$ cat src/rtl/chunked_serial_adder_pkg.sv
// Shared types and sizing helpers for the chunked serial adder.
package chunked_serial_adder_pkg;

    typedef enum logic {
        IDLE,
        RUN
    } state_e;

    function automatic int unsigned num_steps(input int unsigned width, input int unsigned chunk);
        return width / chunk;
    endfunction

    // Step counter must hold at least one bit even when a single step suffices.
    function automatic int unsigned cnt_width(input int unsigned width, input int unsigned chunk);
        int unsigned n;
        n = num_steps(width, chunk);
        return (n <= 1) ? 1 : $clog2(n);
    endfunction

endpackage

$ cat src/rtl/chunked_serial_adder_chunk_adder.sv
// Combinational CHUNK-bit ripple-carry slice reused every step of the serial adder.
module chunk_adder #(
    parameter int unsigned CHUNK = 1
) (
    input  logic [CHUNK-1:0] x,
    input  logic [CHUNK-1:0] y,
    input  logic             ci,
    output logic [CHUNK-1:0] s,
    output logic             co
);

    logic c;

    always_comb begin
        s = '0;
        c = ci;
        for (int unsigned i = 0; i < CHUNK; i++) begin
            s[i] = x[i] ^ y[i] ^ c;
            c    = (x[i] & y[i]) | (c & (x[i] ^ y[i]));
        end
        co = c;
    end

endmodule

$ cat src/rtl/chunked_serial_adder.sv
// Multi-cycle adder processing CHUNK bits per clock through one registered carry.
// Optional subtract mode enabled by defining CHUNKED_SERIAL_ADDER_SUB_EN.
module chunked_serial_adder
    import chunked_serial_adder_pkg::*;
#(
    parameter int unsigned WIDTH = 8,
    parameter int unsigned CHUNK = 1
) (
    input  logic             clk,
    input  logic             rst,
    input  logic             start,
    input  logic [WIDTH-1:0] a,
    input  logic [WIDTH-1:0] b,
    input  logic             Cin,
`ifdef CHUNKED_SERIAL_ADDER_SUB_EN
    input  logic             sub,
`endif
    output logic             busy,
    output logic             done,
    output logic [WIDTH-1:0] sum,
    output logic             Cout
);

    generate
        if ((WIDTH < 1) || (CHUNK < 1) || ((WIDTH % CHUNK) != 0)) begin : g_bad_cfg
            $error("chunked_serial_adder: CHUNK must be >= 1 and divide WIDTH");
        end
    endgenerate

    localparam int unsigned N  = num_steps(WIDTH, CHUNK);
    localparam int unsigned CW = cnt_width(WIDTH, CHUNK);
    localparam logic [CW-1:0] LAST = CW'(N - 1);

    state_e           state_q, state_d;
    logic [WIDTH-1:0] a_q, a_d;
    logic [WIDTH-1:0] b_q, b_d;
    logic [WIDTH-1:0] acc_q, acc_d;
    logic [WIDTH-1:0] sum_q, sum_d;
    logic [CW-1:0]    cnt_q, cnt_d;
    logic             carry_q, carry_d;
    logic             cout_q, cout_d;
    logic             done_q, done_d;

    logic [WIDTH-1:0] b_cap;
    logic             cin_cap;
    logic [CHUNK-1:0] slice_s;
    logic             slice_co;

    // Subtraction is a + ~b + ~Cin, so Cin behaves as a borrow-in.
`ifdef CHUNKED_SERIAL_ADDER_SUB_EN
    assign b_cap   = sub ? ~b : b;
    assign cin_cap = sub ? ~Cin : Cin;
`else
    assign b_cap   = b;
    assign cin_cap = Cin;
`endif

    chunk_adder #(.CHUNK(CHUNK)) u_chunk (
        .x  (a_q[CHUNK-1:0]),
        .y  (b_q[CHUNK-1:0]),
        .ci (carry_q),
        .s  (slice_s),
        .co (slice_co)
    );

    always_comb begin
        state_d = state_q;
        a_d     = a_q;
        b_d     = b_q;
        acc_d   = acc_q;
        sum_d   = sum_q;
        cnt_d   = cnt_q;
        carry_d = carry_q;
        cout_d  = cout_q;
        done_d  = 1'b0;
        case (state_q)
            IDLE: begin
                if (start) begin
                    a_d     = a;
                    b_d     = b_cap;
                    carry_d = cin_cap;
                    cnt_d   = '0;
                    state_d = RUN;
                end
            end
            RUN: begin
                // Result chunks enter at the top so the first (LSB) chunk lands at bit 0 after N steps.
                acc_d   = (acc_q >> CHUNK) | (WIDTH'(slice_s) << (WIDTH - CHUNK));
                a_d     = a_q >> CHUNK;
                b_d     = b_q >> CHUNK;
                carry_d = slice_co;
                cnt_d   = cnt_q + CW'(1);
                if (cnt_q == LAST) begin
                    sum_d   = acc_d;
                    cout_d  = slice_co;
                    done_d  = 1'b1;
                    state_d = IDLE;
                end
            end
            default: state_d = IDLE;
        endcase
    end

    always_ff @(posedge clk) begin
        if (rst) begin
            state_q <= IDLE;
            a_q     <= '0;
            b_q     <= '0;
            acc_q   <= '0;
            sum_q   <= '0;
            cnt_q   <= '0;
            carry_q <= 1'b0;
            cout_q  <= 1'b0;
            done_q  <= 1'b0;
        end else begin
            state_q <= state_d;
            a_q     <= a_d;
            b_q     <= b_d;
            acc_q   <= acc_d;
            sum_q   <= sum_d;
            cnt_q   <= cnt_d;
            carry_q <= carry_d;
            cout_q  <= cout_d;
            done_q  <= done_d;
        end
    end

    assign busy = (state_q == RUN);
    assign done = done_q;
    assign sum  = sum_q;
    assign Cout = cout_q;

endmodule

$ cat config.mk
export PLATFORM = sky130hd
export DESIGN_NAME = chunked_serial_adder
export DESIGN_NICKNAME = d
export VERILOG_FILES = /design/src/rtl/chunked_serial_adder_pkg.sv /design/src/rtl/chunked_serial_adder_chunk_adder.sv /design/src/rtl/chunked_serial_adder.sv
export SDC_FILE = /design/constraint.sdc
export NUM_CORES = 1
export LEC_CHECK = 0
export ABC_AREA = 0
export BUFFER_PORTS_ARGS = -buffer_cell sky130_fd_sc_hd__buf_2
export CORE_MARGIN = 2
export CORE_UTILIZATION = 35
export DETAILED_ROUTE_END_ITERATION = 7
export HOLD_SLACK_MARGIN = 0.06
export MAX_ROUTING_LAYER = met4
export PLACE_DENSITY = 0.67
export SYNTH_ARGS = -nofsm -noshare
export SYNTH_HDL_FRONTEND = slang
export SYNTH_SLANG_ARGS = --single-unit
$ cat constraint.sdc
create_clock -name clk -period 3.5 [get_ports clk]
set_clock_uncertainty 0.2 [all_clocks]
set_input_delay 0.525 -clock clk [delete_from_list [all_inputs] [get_ports clk]]
set_output_delay 0.525 -clock clk [all_outputs]
set_load 0.02 [all_outputs]
# Yosys cells after proc, flatten, opt, wreduce, memory -nomap -nowiden
# Index checks and enable logic that the tools add are counted.
# classes
n_addsub,1
n_mul,0
div,0
n_lt_le_gt_ge,0
eq_ne,2
shift,0
muxes,12
bitwise_logic,7
reduce_logical,2
# ops
operator,n
8-bit one-hot mux with 2 select lines,2
8-bit two-way mux,2
7-bit by 8-bit bitwise OR with 8-bit output,1
3-bit one-hot mux with 2 select lines,1
1-bit two-way mux,4
1-bit one-hot mux with 2 select lines,2
"3-bit by 1-bit adder with 3-bit output, second input constant",1
"3-bit equality test, second input constant",1
3-bit two-way mux,1
1-bit AND,2
"2-bit != test, second input constant",1
2-bit AND reduction,1
2-bit OR reduction,1
1-bit bitwise XOR,2
1-bit NOT,1
1-bit bitwise OR,1
# totals
ff_bits,39
latch_bits,0
ram_bits,0
romBits,0
in_bits,20
n_memories,0

# Logic depth before layout (Yosys ltp)
# Gate-level depths: netlist (run 1).
# depth
depth_word,4
mapped_depth,5
ltp_nobuf,4

# Modules after synthesis
# Synthesis (run 1) repeated with hierarchy kept, for this count alone.
# unflattened
cells_unflattened,159
hier_area_um2,1645.3
# modules_own_cells
mod,instances,cells_each,area_per_inst_um2,seq_area_each_um2
chunked_serial_adder,1,158,1625.3,760.7
chunk_adder,1,1,20.0,0.0

# Worst setup path before layout (run 1)
# No wires, ideal clock.
# synth_timing
path_type,register to register
startpoint,reg cnt_q[0]
endpoint,"reg sum_q[1], in the netlist sum[1]"
setup_ns,0.071
arrival_time_ns,1.177
required_time_ns,3.229
path_slack_ns,2.052
stages_incl_launch_ff,6
period_less_slack_ns,1.448
cell_sequence,dfxtp_1 ha_1 ha_1 clkbuf_1 a21bo_2 a21oi_1
# synth_via
elab_chain_cells,2
# synth_lines
element,line_no,source
"start, declared",chunked_serial_adder.sv:39,"logic [CW-1:0] cnt_q, cnt_d;"
"start signal, assigned",chunked_serial_adder.sv:121,cnt_q <= cnt_d;
3-bit equality test,chunked_serial_adder.sv:93,if (cnt_q == LAST) begin
2-bit AND reduction (no source line),--,
"end signal, assigned",chunked_serial_adder.sv:120,sum_q <= sum_d;
"end, declared",chunked_serial_adder.sv:38,"logic [WIDTH-1:0] sum_q, sum_d;"
# No other way between the ends.
# A chain may end at the register's enable or synchronous reset.

# Worst setup path after layout (run 1)
# layout_timing
startpoint,"reg state_q, in the netlist busy"
endpoint,out busy
# layout_rtl
element,line_no,source
"start, declared",chunked_serial_adder.sv:34,"state_e state_q, state_d;"
"start signal, assigned",chunked_serial_adder.sv:116,state_q <= state_d;
"end, declared",chunked_serial_adder.sv:18,"output logic busy,"
# No word-level cell between the ends.

==> results of run 1 <==
-- worst min-delay path by stage --
stage	to	slack, ps	cells after the start
finish	sum[0]	280	2
global route	sum[0]	300	2
CTS	sum[0]	280	2
detailed placement	sum[0]	260	2
global placement	sum[0]	250	2
floorplan	sum[0]	240	2
-- kinds of logic (layout without fill, tap and decap cells) --
family	after synthesis	in the layout	synth area share
and+or+nand+nor	42	42	0.138
DFF	38	38	0.465
AOI/OAI and AO/OA	37	37	0.168
muxes	24	24	0.147
buffers and inverters	15	39	0.0543
adders and majority gates	3	3	0.0275
-- cell usage in the layout, fill, tap and decap left out --
master and count:
dfxtp_1 37, buf_2 30, mux2i_1 24, nor2b_1 15, a211oi_1 15, a21oi_1 12, nand3_1 9, a21bo_2 9
nor2_1 9, clkbuf_8 6, nand2_1 3, or3b_1 3, nor3_1 2, ha_1 2, nand2b_1 1, inv_2 1
a211oi_2 1, fa_1 1, dfxtp_2 1, clkbuf_1 1, clkinv_2 1
-- area by class of cell --
class,count,area share
Clock buffer,7,0.0464
Sequential cell,38,0.410
Multi-Input combinational cell,106,0.423
Tap cell,52,0.0350
Timing Repair Buffer,30,0.0808
Inverter,1,0.00202
Clock inverter,1,0.00269
-- through the flow --
stage	hold WS (ps)	cell area, um2	cells	util
final	280	1860	235	0.418
after global routing	300	1860	235	0.418
after CTS	279	1860	235	0.418
after detailed placement	264	1770	227	0.398
after global placement	254	1770	227	0.398
after floorplan	243	1640	159	-
-- layer usage --
| metal | wire length, um | part of all wire |
|---|---|---|
| met3 | 101 | 0.033 |
| met1 | 1620 | 0.54 |
| met5 | 0 | 0 |
| met4 | 34 | 0.011 |
| met2 | 1260 | 0.42 |
-- registers in the layout, indices dropped and copies added (netlist names) --
register / cells
carry_q: 1
sum: 8
a_q: 8
acc_q: 7
cnt_q: 3
Cout: 1
done: 1
busy: 1
b_q: 8
-- where the power goes --
part / internal, mW / leakage (nW) / switching [mW]
sequential: 0.453 / 0.311 / 0.0230
clock: 0.159 / 0.0482 / 0.139
combinational: 0.0392 / 0.437 / 0.0366
total: 0.651 / 0.796 / 0.199
==> results by group, run 1 <==
Run status
  • Run status: completed

Worst setup path
  • Delay-heaviest family, CP: flip-flops
  • CP Depth: 1
  • Worst setup path class: reg2out
  • Data arrival, critical path: 1530 ps
  • Crit-path max FO: 53
  • R2r setup slk: between 1500 and 2000 ps
  • CP endpoint: busy
  • Origin of the critical flop-to-flop path: busy
  • CP startpoint: busy
  • Worst setup EP type: output pin
  • Crit path buf inv count: 1
  • R2R cell count: 2
  • CP required: between 2000 and 3000 ps
  • Reg-to-reg endpoint: a_q[0]
  • Critical path's largest stage delay: approximately 950 ps
  • Cell Chain, Critical Path: buf_2
  • Startpoint types: flop
  • Slowest CP cell: dfxtp_2

Finish
  • Sequential Area: between 700 and 800 um2
  • Fill cell count: 459
  • # diodes: 0
  • Multi-input logic area: 787 um2
  • Synth-to-Final Area Change: 13.6%
  • Layout cells sized above 1: 0.268
  • Final net count: between 200 and 250

Route
  • Post-Route WL: just over 3000 um
  • Drt wl/cell: approximately 13 um
  • Starting DRC count in detailed routing: between 70 and 80
  • Vias: 1161
  • Via density: 4.94
  • Drt pass-1 iters: 4
  • Drt drc: 0
  • Antenna Nets Post-Route: 0

Yosys
  • Top cell type's share of synthesized area: 0.465
  • Most numerous cell in the Yosys netlist: dfxtp_1
  • Synth Instances: approximately 160
  • Post-synth EDFFs: 0
  • Synth cell types: 21
  • Synth Cell Area: ~0.0016 mm2
  • Syn nets: ~180
  • Post-synthesis sequential area ratio: 0.465
  • Ys async rst share: 0
  • Commonest cells in the netlist: 38 x dfxtp_1, 24 x mux2i_1, 15 x a211oi_1, 15 x nor2b_1, 12 x a21oi_1
  • Main synth FF type: dfxtp_1
  • Top post-synthesis cells by area: dfxtp_1 46%, mux2i_1 15%, a211oi_1 6.9%, nor2b_1 5.7%, a21bo_2 5.5%
  • Synthesized flop and latch total: 38
  • Warnings, synthesis: 0
  • Cell taking the most area after synthesis: dfxtp_1
  • Synth Area per Inst: 10.3 um2

GRT
  • Vias in the first global route: about 1100
  • M3 GR Usage: 0.0347
  • Met2 Use GR: 0.178
  • Grt ovf: 0
  • Global-route wire length before repair: approximately 5000 um
  • Largest net degree at the start of global routing: between 50 and 60
  • Top Usage Layer GRT: met2
  • Grt met1 use: 0.176
  • Antenna violations before repair: 0
  • GRT Total Usage: 0.127

Timing
  • Fin worst setup slack: between 1000 and 1500 ps
  • Final setup TNS: 0 ps
  • Final setup vio count: 0
  • RSZ-0062 raised after global routing: false
  • Final Max Tran Viols: 0
  • Slew Limit Headroom: 0.373
  • Final hold vios: 0
  • Tmin final: 2260 ps
  • Peak Freq: roughly 440 MHz
  • Least-Margin Pin Slew: approximately 940 ps
  • Final period util: 0.645

CTS
  • # hold bufs at CTS: 0
  • Post-CTS setup buffer count: 0
  • Clk Latency, worst-skew pair: around 280 ps
  • Clock slew at reported path FFs: 60 ps
  • CTS tree: yes
  • Max clock buf depth: 2
  • Num CTS Buffers: 5
  • PostCTS Resize Cnt: 0
  • Clock sinks: 38
  • H-Tree Depth: 2
  • CTS Root Cell: clkbuf_8

Placed design
  • HPWL after detailed placement: 1840 um
  • Final GP Congestion: around 0.71
  • # port buffers: 30
  • Post-Place Setup Slack: around 1500 ps

Floorplan
  • # rows: 24
  • Core Footprint: approximately 0.0044 mm2
  • Die Y-Extent: between 70 and 80 um
  • Die Wd: approximately 72 um
  • I/O pin total: 31
  • Initial Util: 0.368
  • Full die area: 0.00524 mm2

Run
  • Max Cap Viol: 0

Worst hold path
  • Hold Path Origin: acc_q[1]
  • Hold Crit Class: reg2reg

Power
  • PwrDens: around 460 mW/mm2
  • Max IR drop VDD: roughly 0.00017 V
  • Leakage Power: around 0.80 nW
  • Total power: 849 uW
Note: power is estimated with default switching activity, not from simulation.
==> inputs of run 2 (changes only) <==
- ABC_AREA: 0 -> 1
- clock period: 3.5 -> 2.2 ns (I/O delays scaled with it)
==> run 2 against run 1 <==
Compared with the run above: via count up 15%; critical endpoint unchanged; critical path depth is the same; global-route usage grew 1.1 points; largest cell class is now flip-flops and latches; largest power group unchanged; register-to-register slack got worse by 1000 ps; synthesized cell count up 33%; count of clock-buffer cells in the layout unchanged; critical path type unchanged; sequential share of layout area grew 0.78 points.
==> results by group, run 2 <==
Placed design
  • Placed inst area: 0.00175 mm2 (-1.3%)
  • # port buffers: 30 (unchanged)
  • Post-Place Setup Slack: 598 ps (-948 ps)
  • Final GP Congestion: 0.712 (+0.95%)
  • HPWL after detailed placement: 2160 um (+17%)

Power
  • Net Sw Power: 324 uW (+63%)
  • Reg power frac: 0.563 (+0.003)
  • Combinational power share: 0.102 (+0.013)
  • Switch share: 0.247 (+0.0127)
  • Leakage Power: 0.947 nW (+19%)
  • Internal power: 990 uW (+52%)
  • Clock share of power: 0.335 (-0.016)
  • PwrDens: 721 mW/mm2 (+58%)
  • Total power: 1.31 mW (+55%)
  • Max IR drop VDD: 0.000426 V (+160%)

Timing
  • Final hold vios: 0 (unchanged)
  • Least-Margin Pin Slew: 499 ps (-441 ps)
  • Final period util: 0.772
  • Fin worst setup slack: 501 ps (-742 ps)
  • RSZ-0062 raised after global routing: false
  • Final setup vio count: 0 (unchanged)
  • Final setup TNS: 0 ps (unchanged)
  • Final Max Tran Viols: 0 (unchanged)
  • Slew Limit Headroom: 0.667 (+0.293)
  • Peak Freq: roughly 600 MHz
  • Tmin final: between 1500 and 2000 ps

Floorplan
  • I/O pin total: 31 (unchanged)
  • Core Footprint: 0.00438 mm2 (-1.4%)
  • Die Y-Extent: 71.6 um (-1.0%)
  • # rows: 24 (unchanged)
  • Initial Util: 0.365 (-0.00295)
  • Die Wd: 71.6 um (-1.0%)
  • Full die area: 0.00513 mm2 (-2.0%)

Finish
  • Multi-input logic area: 647 um2 (-18%)
  • Sequential Area: 761 um2 (-0.16%)
  • Fill cell count: 447 (-2.6%)
  • Layout cells sized above 1: 0.175 (-0.0928)
  • # diodes: 0 (unchanged)
  • Most common cell after layout, fill and taps aside: nand2_1
  • Synth-to-Final Area Change: 13.8%
  • Final instance area: 0.00182 mm2 (-2.0%)
  • Final net count: 263 (+28%)
  • Commonest non-fill, non-tap cells in the layout: 63 x nand2_1, 39 x nand3_1, 38 x dfxtp_1, 30 x buf_2, 23 x inv_1

Route
  • Post-Route WL: 3090 um (+2.3%)
  • Starting DRC count in detailed routing: 56 (-26%)
  • Drt drc: 0 (unchanged)
  • Vias: 1338 (+15%)
  • Via density: 4.58 (-7.3%)
  • Drt pass-1 iters: 4 (unchanged)
  • Antenna Nets Post-Route: 0 (unchanged)
  • Drt wl/cell: 10.6 um (-18%)

CTS
  • # hold bufs at CTS: 0 (unchanged)
  • Num CTS Buffers: 5 (unchanged)
  • CTS tree: yes
  • Max clock buf depth: 2 (unchanged)
  • Post-CTS setup buffer count: 0 (unchanged)
  • CTS Root Cell: clkbuf_8
  • Clock slew at reported path FFs: 70 ps (about the same)
  • H-Tree Depth: 2 (unchanged)
  • PostCTS Resize Cnt: 0 (unchanged)
  • Clock sinks: 38 (unchanged)
  • Clk Latency, worst-skew pair: 280 ps (about the same)

Yosys
  • Ys async rst share: 0 (unchanged)
  • Syn nets: 234 (+29%)
  • Synthesized flop and latch total: 38 (unchanged)
  • Synth Instances: 211 (+33%)
  • Synth Cell Area: 0.00160 mm2 (-2.1%)
  • Most numerous cell in the Yosys netlist: nand2_1
  • Commonest cells in the netlist: 63 x nand2_1, 39 x nand3_1, 38 x dfxtp_1
  • Cell taking the most area after synthesis: dfxtp_1
  • Synth cell types: 15 (-29%)
  • Warnings, synthesis: 0 (unchanged)
  • Top cell type's share of synthesized area: 0.475 (+0.0102)
  • Synth Area per Inst: 7.59 um2 (-26%)
  • Post-synthesis sequential area ratio: 0.475 (+0.0102)
  • Top post-synthesis cells by area: dfxtp_1 48%, nand2_1 15%, nand3_1 12%, inv_1 5.4%, o21ai_0 3.8%
  • Main synth FF type: dfxtp_1
  • Post-synth EDFFs: 0 (unchanged)

Worst setup path
  • Slowest CP cell: dfxtp_1
  • Cell Chain, Critical Path: buf_2
  • Delay-heaviest family, CP: flip-flops
  • R2r setup slk: 590 ps (-1050 ps)
  • CP required: 1670 ps (-1100 ps)
  • Crit path buf inv count: 1 (unchanged)
  • Worst setup path class: reg2out
  • Crit-path max FO: 13 (-75%)
  • Startpoint types: flop
  • Data arrival, critical path: 1170 ps (-360 ps)
  • Worst setup EP type: output pin
  • Critical path's largest stage delay: 630 ps (-320 ps)

GRT
  • Largest net degree at the start of global routing: 23 (-57%)
  • Antenna violations before repair: 0 (unchanged)
  • Global-route wire length before repair: 5310 um (+4.6%)
  • Vias in the first global route: 1183 (+9.7%)
  • GRT Total Usage: 0.138 (+0.0110)
  • Grt ovf: 0 (unchanged)

Run status
  • Run status: completed

Run
  • Max Cap Viol: 0 (unchanged)

Worst hold path
  • Hold Crit Class: in2reg
==> run 2: cell count changes in the layout (fill, tap and decap cells not counted), moves of 12 or more <==
| cell | previous run | this run |
|---|---|---|
| nor2b_1 | 15 | 0 |
| o21ai_0 | 0 | 12 |
| a211oi_1 | 15 | 0 |
| inv_1 | 0 | 23 |
| nand2_1 | 3 | 63 |
| nand3_1 | 9 | 39 |
| mux2i_1 | 24 | 0 |
==> run 2: power by group through the flow <==
stage	logic, mW	registers (mW)	clock network, mW
floorplan	0.110	0.749	0
global placement	0.133	0.755	0
detailed placement	0.135	0.755	0
CTS	0.136	0.740	0.446
global route	0.156	0.744	0.486
finish	0.134	0.740	0.440
==> run 2: per-stage QoR <==
stage	utilization	instances	hold WS, ps
6_report	0.416	292	83.4
3_3_place_gp	0.398	285	231
5_1_grt	0.416	292	81.6
4_1_cts	0.416	292	80.4
2_1_floorplan	-	211	199
3_5_place_dp	0.398	285	241
==> run 2: cell families after synthesis <==
logic type	share of synthesized area
compound gates	0.0688
fa+ha+maj	0.0281
buf+inv	0.121
flops	0.475
simple gates	0.307
==> run 2: worst reg2reg max path, delay by kind of cell (launching register included) <==
family | cells | cell delay (ps)
buffers and inverters | 2 | 450
flip-flops | 1 | 630
AND/OR/NAND/NOR | 3 | 280
==> run 2: area by class of cell <==
class / instances / area share
clock buffers: 7 / 0.0419
inverters: 24 / 0.0508
multi-input cells: 137 / 0.355
flip-flops and latches: 38 / 0.418
well taps: 52 / 0.0357
repair buffers: 34 / 0.0989
==> run 2: worst paths after layout <==
path,from,endpoint,cells after the start
setup / recovery,busy,busy,1
hold / removal,rst,a_q[7],2
setup reg to reg,busy,sum[1],5
hold reg to reg,acc_q[1],sum[0],2
==> run 2: metal layers <==
metal / part of all wire / track usage / wire length (um)
met1: 0.50 / 0.179 / 1540
met2: 0.43 / 0.195 / 1340
met3: 0.044 / 0.0408 / 135
met4: 0.023 / 0.0692 / 71
met5: 0 / - / 0
